`src/rtl/seletor_alvo_pkg.sv`:
```
// Shared types for the night-action target selector: class codes, FSM states
// and the helper that tells which classes act at night.
package seletor_alvo_pkg;

    typedef enum logic [1:0] {
        CLASSE_ALDEAO   = 2'b00,
        CLASSE_LOBO     = 2'b01,
        CLASSE_PROTETOR = 2'b10,
        CLASSE_NENHUMA  = 2'b11
    } classe_t;

    // FIM needs its own code, so the state is 3 bits; db_estado shows the 2 LSBs.
    typedef enum logic [2:0] {
        OCIOSO = 3'd0,
        BUSCA  = 3'd1,
        ESPERA = 3'd2,
        EMITE  = 3'd3,
        FIM    = 3'd4
    } estado_t;

    function automatic logic classe_age(input classe_t classe);
        return (classe == CLASSE_LOBO) || (classe == CLASSE_PROTETOR);
    endfunction

endpackage

```
`src/rtl/seletor_alvo_if.sv`:
```
// Night-action interface between the control unit/datapath and the target selector.
interface seletor_alvo_if #(
    parameter int unsigned N_JOG = 5,
    parameter int unsigned W_JOG = 3
);
    logic             iniciar;
    logic [W_JOG-1:0] jogador_atual;
    logic [1:0]       classe_atual;
    logic [N_JOG-1:0] mortes;
    logic [W_JOG-1:0] jogador_escolhido;
    logic             processar_acao;
    logic             concluido;
    logic             sem_alvo;
    logic             selecionando;

    modport master (
        output iniciar, jogador_atual, classe_atual, mortes,
        input  jogador_escolhido, processar_acao, concluido, sem_alvo, selecionando
    );

    modport slave (
        input  iniciar, jogador_atual, classe_atual, mortes,
        output jogador_escolhido, processar_acao, concluido, sem_alvo, selecionando
    );
endinterface

```
`src/rtl/seletor_alvo_edge_detector.sv`:
```
// Rising-edge detector for an already synchronized button level.
module seletor_alvo_edge_detector (
    input  logic clock,
    input  logic reset,
    input  logic sinal,
    output logic borda
);
    logic anterior_q;

    always_ff @(posedge clock or posedge reset) begin
        if (reset) anterior_q <= 1'b0;
        else       anterior_q <= sinal;
    end

    assign borda = sinal & ~anterior_q;
endmodule

```
`src/rtl/seletor_alvo.sv`:
```
// Night-action target selector: walks living players, lets the user step/confirm,
// then emits the chosen target with a one-cycle processar_acao pulse.
module seletor_alvo
    import seletor_alvo_pkg::*;
#(
    parameter int unsigned N_JOG = 5,
    parameter int unsigned W_JOG = 3
) (
    input  logic          clock,
    input  logic          reset,
    seletor_alvo_if.slave bus,
    input  logic          botao_proximo,
    input  logic          botao_confirma,
    output logic [1:0]    db_estado
);
    estado_t          estado_q, estado_d;
    classe_t          classe_q;
    logic [W_JOG-1:0] jogador_q;
    logic [N_JOG-1:0] mortes_q;
    logic [W_JOG-1:0] cand_q, cand_d, cand_mais;
    logic [W_JOG-1:0] passos_q, passos_d;
    logic             sem_alvo_q, sem_alvo_d;
    logic             processar_q, concluido_q, selecionando_q;
    logic             borda_proximo, borda_confirma;
    logic             aceita, cand_valido;

    seletor_alvo_edge_detector u_borda_proximo (
        .clock (clock),
        .reset (reset),
        .sinal (botao_proximo),
        .borda (borda_proximo)
    );

    seletor_alvo_edge_detector u_borda_confirma (
        .clock (clock),
        .reset (reset),
        .sinal (botao_confirma),
        .borda (borda_confirma)
    );

    assign aceita      = (estado_q == OCIOSO) && bus.iniciar;
    assign cand_mais   = (cand_q == W_JOG'(N_JOG - 1)) ? '0 : cand_q + W_JOG'(1);
    // A protector may choose himself; a wolf may not.
    assign cand_valido = !mortes_q[cand_q] &&
                         ((classe_q == CLASSE_PROTETOR) || (cand_q != jogador_q));

    always_comb begin
        estado_d   = estado_q;
        cand_d     = cand_q;
        passos_d   = passos_q;
        sem_alvo_d = sem_alvo_q;
        case (estado_q)
            OCIOSO: begin
                if (bus.iniciar) begin
                    sem_alvo_d = 1'b0;
                    if (classe_age(classe_t'(bus.classe_atual))) begin
                        estado_d = BUSCA;
                        cand_d   = '0;
                        passos_d = '0;
                    end else begin
                        estado_d = FIM;
                    end
                end
            end
            BUSCA: begin
                if (cand_valido) begin
                    estado_d = ESPERA;
                end else if (passos_q == W_JOG'(N_JOG - 1)) begin
                    estado_d   = FIM;
                    sem_alvo_d = 1'b1;
                end else begin
                    cand_d   = cand_mais;
                    passos_d = passos_q + W_JOG'(1);
                end
            end
            ESPERA: begin
                // Confirm has priority when both buttons rise together.
                if (borda_confirma) begin
                    estado_d = EMITE;
                end else if (borda_proximo) begin
                    estado_d = BUSCA;
                    cand_d   = cand_mais;
                    passos_d = '0;
                end
            end
            EMITE:   estado_d = OCIOSO;
            FIM:     estado_d = OCIOSO;
            default: estado_d = OCIOSO;
        endcase
    end

    always_ff @(posedge clock or posedge reset) begin
        if (reset) begin
            estado_q       <= OCIOSO;
            classe_q       <= CLASSE_ALDEAO;
            jogador_q      <= '0;
            mortes_q       <= '0;
            cand_q         <= '0;
            passos_q       <= '0;
            sem_alvo_q     <= 1'b0;
            processar_q    <= 1'b0;
            concluido_q    <= 1'b0;
            selecionando_q <= 1'b0;
        end else begin
            if (aceita) begin
                classe_q  <= classe_t'(bus.classe_atual);
                jogador_q <= bus.jogador_atual;
                mortes_q  <= bus.mortes;
            end
            estado_q       <= estado_d;
            cand_q         <= cand_d;
            passos_q       <= passos_d;
            sem_alvo_q     <= sem_alvo_d;
            processar_q    <= (estado_d == EMITE);
            concluido_q    <= (estado_d == EMITE) || (estado_d == FIM);
            selecionando_q <= (estado_d == BUSCA) || (estado_d == ESPERA);
        end
    end

    assign bus.jogador_escolhido = cand_q;
    assign bus.processar_acao    = processar_q;
    assign bus.concluido         = concluido_q;
    assign bus.sem_alvo          = sem_alvo_q;
    assign bus.selecionando      = selecionando_q;
    assign db_estado             = estado_q[1:0];
endmodule

```
`src/flat_wrapper.sv`:
```
// flat-port wrapper written by rule: the top's interface ports become plain ports
module seletor_alvo_flat import seletor_alvo_pkg::*;
#(
    parameter int unsigned N_JOG = 5,
    parameter int unsigned W_JOG = 3
)
  (clock, reset, botao_proximo, botao_confirma, db_estado, bus_iniciar, bus_jogador_atual, bus_classe_atual, bus_mortes, bus_jogador_escolhido, bus_processar_acao, bus_concluido, bus_sem_alvo, bus_selecionando);
  seletor_alvo_if #(.N_JOG(N_JOG), .W_JOG(W_JOG)) bus_i ();
  input  logic clock;
  input  logic reset;
  input  logic botao_proximo;
  input  logic botao_confirma;
  output logic [1:0] db_estado;
  input wire logic [$bits(bus_i.iniciar)-1:0] bus_iniciar;
  input wire logic [$bits(bus_i.jogador_atual)-1:0] bus_jogador_atual;
  input wire logic [$bits(bus_i.classe_atual)-1:0] bus_classe_atual;
  input wire logic [$bits(bus_i.mortes)-1:0] bus_mortes;
  output wire logic [$bits(bus_i.jogador_escolhido)-1:0] bus_jogador_escolhido;
  output wire logic [$bits(bus_i.processar_acao)-1:0] bus_processar_acao;
  output wire logic [$bits(bus_i.concluido)-1:0] bus_concluido;
  output wire logic [$bits(bus_i.sem_alvo)-1:0] bus_sem_alvo;
  output wire logic [$bits(bus_i.selecionando)-1:0] bus_selecionando;
  assign bus_i.iniciar = bus_iniciar;
  assign bus_i.jogador_atual = bus_jogador_atual;
  assign bus_i.classe_atual = bus_classe_atual;
  assign bus_i.mortes = bus_mortes;
  assign bus_jogador_escolhido = bus_i.jogador_escolhido;
  assign bus_processar_acao = bus_i.processar_acao;
  assign bus_concluido = bus_i.concluido;
  assign bus_sem_alvo = bus_i.sem_alvo;
  assign bus_selecionando = bus_i.selecionando;
  seletor_alvo #(.N_JOG(N_JOG), .W_JOG(W_JOG)) u_core (.clock(clock), .reset(reset), .bus(bus_i), .botao_proximo(botao_proximo), .botao_confirma(botao_confirma), .db_estado(db_estado));
endmodule
```
`config.mk`:
```
export PLATFORM = sky130hd
export DESIGN_NAME = seletor_alvo_flat
export DESIGN_NICKNAME = d
export VERILOG_FILES = /design/src/rtl/seletor_alvo_pkg.sv /design/src/rtl/seletor_alvo_if.sv /design/src/rtl/seletor_alvo_edge_detector.sv /design/src/rtl/seletor_alvo.sv /design/src/flat_wrapper.sv
export SDC_FILE = /design/constraint.sdc
export NUM_CORES = 1
export LEC_CHECK = 0
export ABC_AREA = 1
export CAP_MARGIN = 30
export CORE_UTILIZATION = 51
export DETAILED_ROUTE_END_ITERATION = 8
export MAX_ROUTING_LAYER = met4
export PLACE_DENSITY = 0.79
export RECOVER_POWER = 50
export SYNTH_ARGS = -nofsm -noshare
export SYNTH_HDL_FRONTEND = slang
export SYNTH_SLANG_ARGS = --single-unit
export TNS_END_PERCENT = 50
```
`constraint.sdc`:
```
create_clock -name clock -period 1.6 [get_ports clock]
set_input_delay 0.16 -clock clock [delete_from_list [all_inputs] [get_ports clock]]
set_output_delay 0.16 -clock clock [all_outputs]
set_load 0.005 [all_outputs]
```
==> reports/summary.txt <==
TIMING
----------------------------------------------------------------------------------------------------
Final number of max-transition violations                                                          0
RSZ-0062 raised after global routing                                                              no
Final setup vio count                                                                              0
Min cycle time layout                                                                        1.48 ns
Number of hold-slack violations in the final timing report                                         0
Transition at the pin with the smallest max-transition slack                                0.597 ns
Worst Hold Margin                                                                           0.372 ns
Max Clk Rate                                                                               0.675 GHz
Final Skew                                                                                0.00150 ns
PnR worst setup slack                                                                       0.118 ns
Sum of negative setup slack                                                                     0 ns
Final worst-path cycle share                                                                   92.6%
Max-slew headroom at the worst pin                                                             60.2%

FINISH
----------------------------------------------------------------------------------------------------
Most frequent cells in the layout                                                       sky130_fd_sc_hd__nand2_1 (62), sky130_fd_sc_hd__dfrtp_1 (23), sky130_fd_sc_hd__inv_1 (20), sky130_fd_sc_hd__clkdlybuf4s50_1 (20)
Combined area of the multi-input logic cells                                                 612 µm²
Total number of nets in the final design                                                         211
Filler cells                                                                                     220
Synth-to-Final Area Change                                                                     21.3%
Share of final-layout standard cells stronger than drive strength 1                            14.1%
Number of diodes                                                                                   0
Most frequent standard cell in the layout excluding fill and tap cells                  sky130_fd_sc_hd__nand2_1
Total area of sequential cells                                                               628 µm²

CLOCK TREE
----------------------------------------------------------------------------------------------------
TritonCTS clock tree                                                                           built
H-tree lvl count                                                                                   1
Number of clock buffers inserted by TritonCTS                                                      3
Buffer cell driving the clock tree root                                                 sky130_fd_sc_hd__clkbuf_4
Number of buffers inserted by hold repair at cts                                                   0
TritonCTS Sinks                                                                                   25
Clock-pin slew reported for the worst setup and hold paths after clock tree synthesis        0.12 ns
Clock Path Buffers                                                                                 2
Clk Latency, worst-skew pair                                                                 0.31 ns

DIE
----------------------------------------------------------------------------------------------------
Starting density of the core                                                                   54.2%
Vertical die dimension                                                                       53.3 µm
Row count                                                                                         18
IO Pins                                                                                           24
Core region area                                                                            2480 µm²
Die Width                                                                                    53.3 µm
Die area                                                                                    2840 µm²

SETUP PATH
----------------------------------------------------------------------------------------------------
Worst reg2reg path endpoint                                                             u_core.bus.jogador_escolhido[2]
Worst reg2reg path startpoint                                                           u_core.estado_q[0]
Max FO, Critical Path                                                                              7
Count of cells along the worst register-to-register path                                          10
Family with the most delay on the worst path                                            buffers and inverters
WS Path Type                                                                              reg -> out
Worst Setup End Kind                                                                      output pin
R2R Setup Slk                                                                                0.17 ns
Startpoint types                                                                            register
Sequence of cells on the critical path                                                  clkdlybuf4s50_1
Required time worst endpoint                                                                 1.44 ns
Critical-path top delay cell                                                            sky130_fd_sc_hd__clkdlybuf4s50_1
WP data arrival                                                                              1.32 ns
Buffer and inverter count on the worst path                                                        1
Max incr delay on CP                                                                         0.54 ns

GLOBAL ROUTING
----------------------------------------------------------------------------------------------------
Initial antenna violation count                                                                    0
GRT Overall Usage                                                                              21.7%
First-pass GRT wire length                                                                   4260 µm
Via count of the first global-routing pass                                                      1100
Pin count of the biggest net entering global routing                                              26
Remaining global-route overflow                                                                    0

PLACEMENT
----------------------------------------------------------------------------------------------------
Number of I/O port buffers                                                                        23
Pre-CTS WS                                                                                -0.0148 ns
Final weighted congestion in routability-driven placement                                      0.841
Post-detail-place hpwl                                                                       1910 µm

SYNTHESIS
----------------------------------------------------------------------------------------------------
Number of standard cells after synthesis                                                         165
Area fraction of the dominant cell type after synthesis                                        46.6%
Sequential share of the synthesized area                                                       46.6%
Distinct cell type count of the synthesized netlist                                               26
Cell types occupying the most area after synthesis                                      sky130_fd_sc_hd__dfrtp_1 (47%), sky130_fd_sc_hd__nand2_1 (17%), sky130_fd_sc_hd__inv_1 (5.6%)
Post-synth top area cell                                                                sky130_fd_sc_hd__dfrtp_1
Average cell area after synthesis                                                           8.14 µm²
Total number of yosys warnings                                                                     0
Cell area after synthesis                                                                   1340 µm²
Net Count, Synth                                                                                 184
Post-synthesis sequential element count                                                           25

DRT
----------------------------------------------------------------------------------------------------
Wirelength per Cell                                                                          10.9 µm
Wirelength, routed                                                                           2410 µm
Count of vias placed by the detailed router                                                     1081
Average vias per placed instance                                                                4.89
Initial DRC count                                                                                 34
Count of nets left with antenna violations after detail routing                                    0
DRC viols                                                                                          0
Length of the first detailed-routing pass in iterations                                            4

WORST HOLD PATH
----------------------------------------------------------------------------------------------------
Min-Delay Path Class                                                                       in -> reg
Hold path endpoint                                                                      u_core.mortes_q[3]
Cells on Worst Hold Path                                                                           3
Start point of the worst hold path                                                      bus_mortes[3]

PWR
----------------------------------------------------------------------------------------------------
Power per unit of standard cell area                                                     1580 nW/µm²
Maximum vdd drop                                                                              910 µV
Leakage                                                                                  0.000858 µW

STATUS
----------------------------------------------------------------------------------------------------
Result of the run                                                                          completed

JOB
----------------------------------------------------------------------------------------------------
Maximum capacitance violations                                                                     0

tightest hold or removal path, stage by stage:
cell	delay [ns]
sky130_fd_sc_hd__clkdlybuf4s50_1	0.39
sky130_fd_sc_hd__nand2_1	0.06
sky130_fd_sc_hd__nand2_1	0.05
through the flow:
stage	total power, µW	instances	area [µm²]	util, %
after floorplan	1960	165	1340	-
after global placement	2280	217	1610	64.8
after detailed placement	2330	217	1610	64.8
after CTS	2610	221	1630	65.9
after global routing	2860	221	1630	65.8
final	2580	221	1630	65.8
sequential cells by signal, indices dropped and copies added, names as in the netlist:
register,cells
u_core.bus.concluido,1
u_core.bus.jogador_escolhido,3
u_core.bus.processar_acao,1
u_core.bus.selecionando,1
u_core.bus.sem_alvo,1
u_core.classe_q,2
u_core.estado_q,3
u_core.jogador_q,3
u_core.mortes_q,5
u_core.passos_q,3
u_core.u_borda_confirma.anterior_q,1
u_core.u_borda_proximo.anterior_q,1
logic make-up (layout without fill, tap and decap cells):
logic type / after synthesis / in the layout / synth area share (%)
adders and majority gates: 4 / 4 / 3.72
DFF: 25 / 25 / 46.6
buffers and inverters: 26 / 52 / 7.91
xor gates and xnor gates: 2 / 2 / 1.30
and+or+nand+nor: 100 / 100 / 37.5
AOI/OAI and AO/OA: 8 / 8 / 2.98
how the worst max path moves through the flow:
stage | start | to | slack (ns) | depth (start not counted)
2_1_floorplan | u_core.estado_q[0] | u_core.bus.jogador_escolhido[2] | 0.26 | 10
3_3_place_gp | botao_proximo | u_core.bus.jogador_escolhido[2] | 0.04 | 8
3_5_place_dp | botao_proximo | u_core.bus.jogador_escolhido[2] | -0.01 | 8
4_1_cts | u_core.bus.jogador_escolhido[0] | bus_jogador_escolhido[0] | 0.02 | 1
5_1_grt | u_core.estado_q[0] | u_core.bus.jogador_escolhido[1] | 0.003 | 10
6_report | u_core.bus.jogador_escolhido[2] | bus_jogador_escolhido[2] | 0.12 | 1
power breakdown:
group | leakage [µW] | internal (µW) | switching, µW
clock network | 0.0000150 | 97.4 | 170
registers | 0.000317 | 861 | 172
logic | 0.000526 | 527 | 751
total | 0.000858 | 1490 | 1090
cell usage after synthesis (all sizes together):
cell type / n
nand3: 9
ha: 4
nor4: 1
buf: 3
a21oi: 3
nor2: 13
dfrtp: 25
xor2: 1
or2: 2
nand4: 2
o21ai: 5
nand3b: 1
nor3: 1
inv: 23
xnor2: 1
nand2: 71
layout make-up:
cell class,instances,area share (%)
Sequential cell,25,38.5
Tap cell,30,2.30
Timing Repair Buffer,25,14.7
Inverter,23,5.30
Multi-Input combinational cell,114,37.5
Clock buffer,4,1.61
routing by layer:
| metal | vias to the layer above | wire length, µm | GRT usage (%) |
|---|---|---|---|
| met4 | 0 | 40 | 10.1 |
| met5 | - | 0 | - |
| met3 | 6 | 87 | 2.87 |
| met1 | 498 | 992 | 23.4 |
| met2 | 27 | 1290 | 38.8 |
| li1 | 550 | - | - |
timing repair:
| action | CTS | global route |
|---|---|---|
| resized for setup | 0 | 2 |
| setup buffers | 0 | 0 |
| endpoints found under the setup margin | 0 | 2 |
| hold endpoints to repair | 0 | 0 |
No activity file was read; power rests on OpenSTA's default activity.
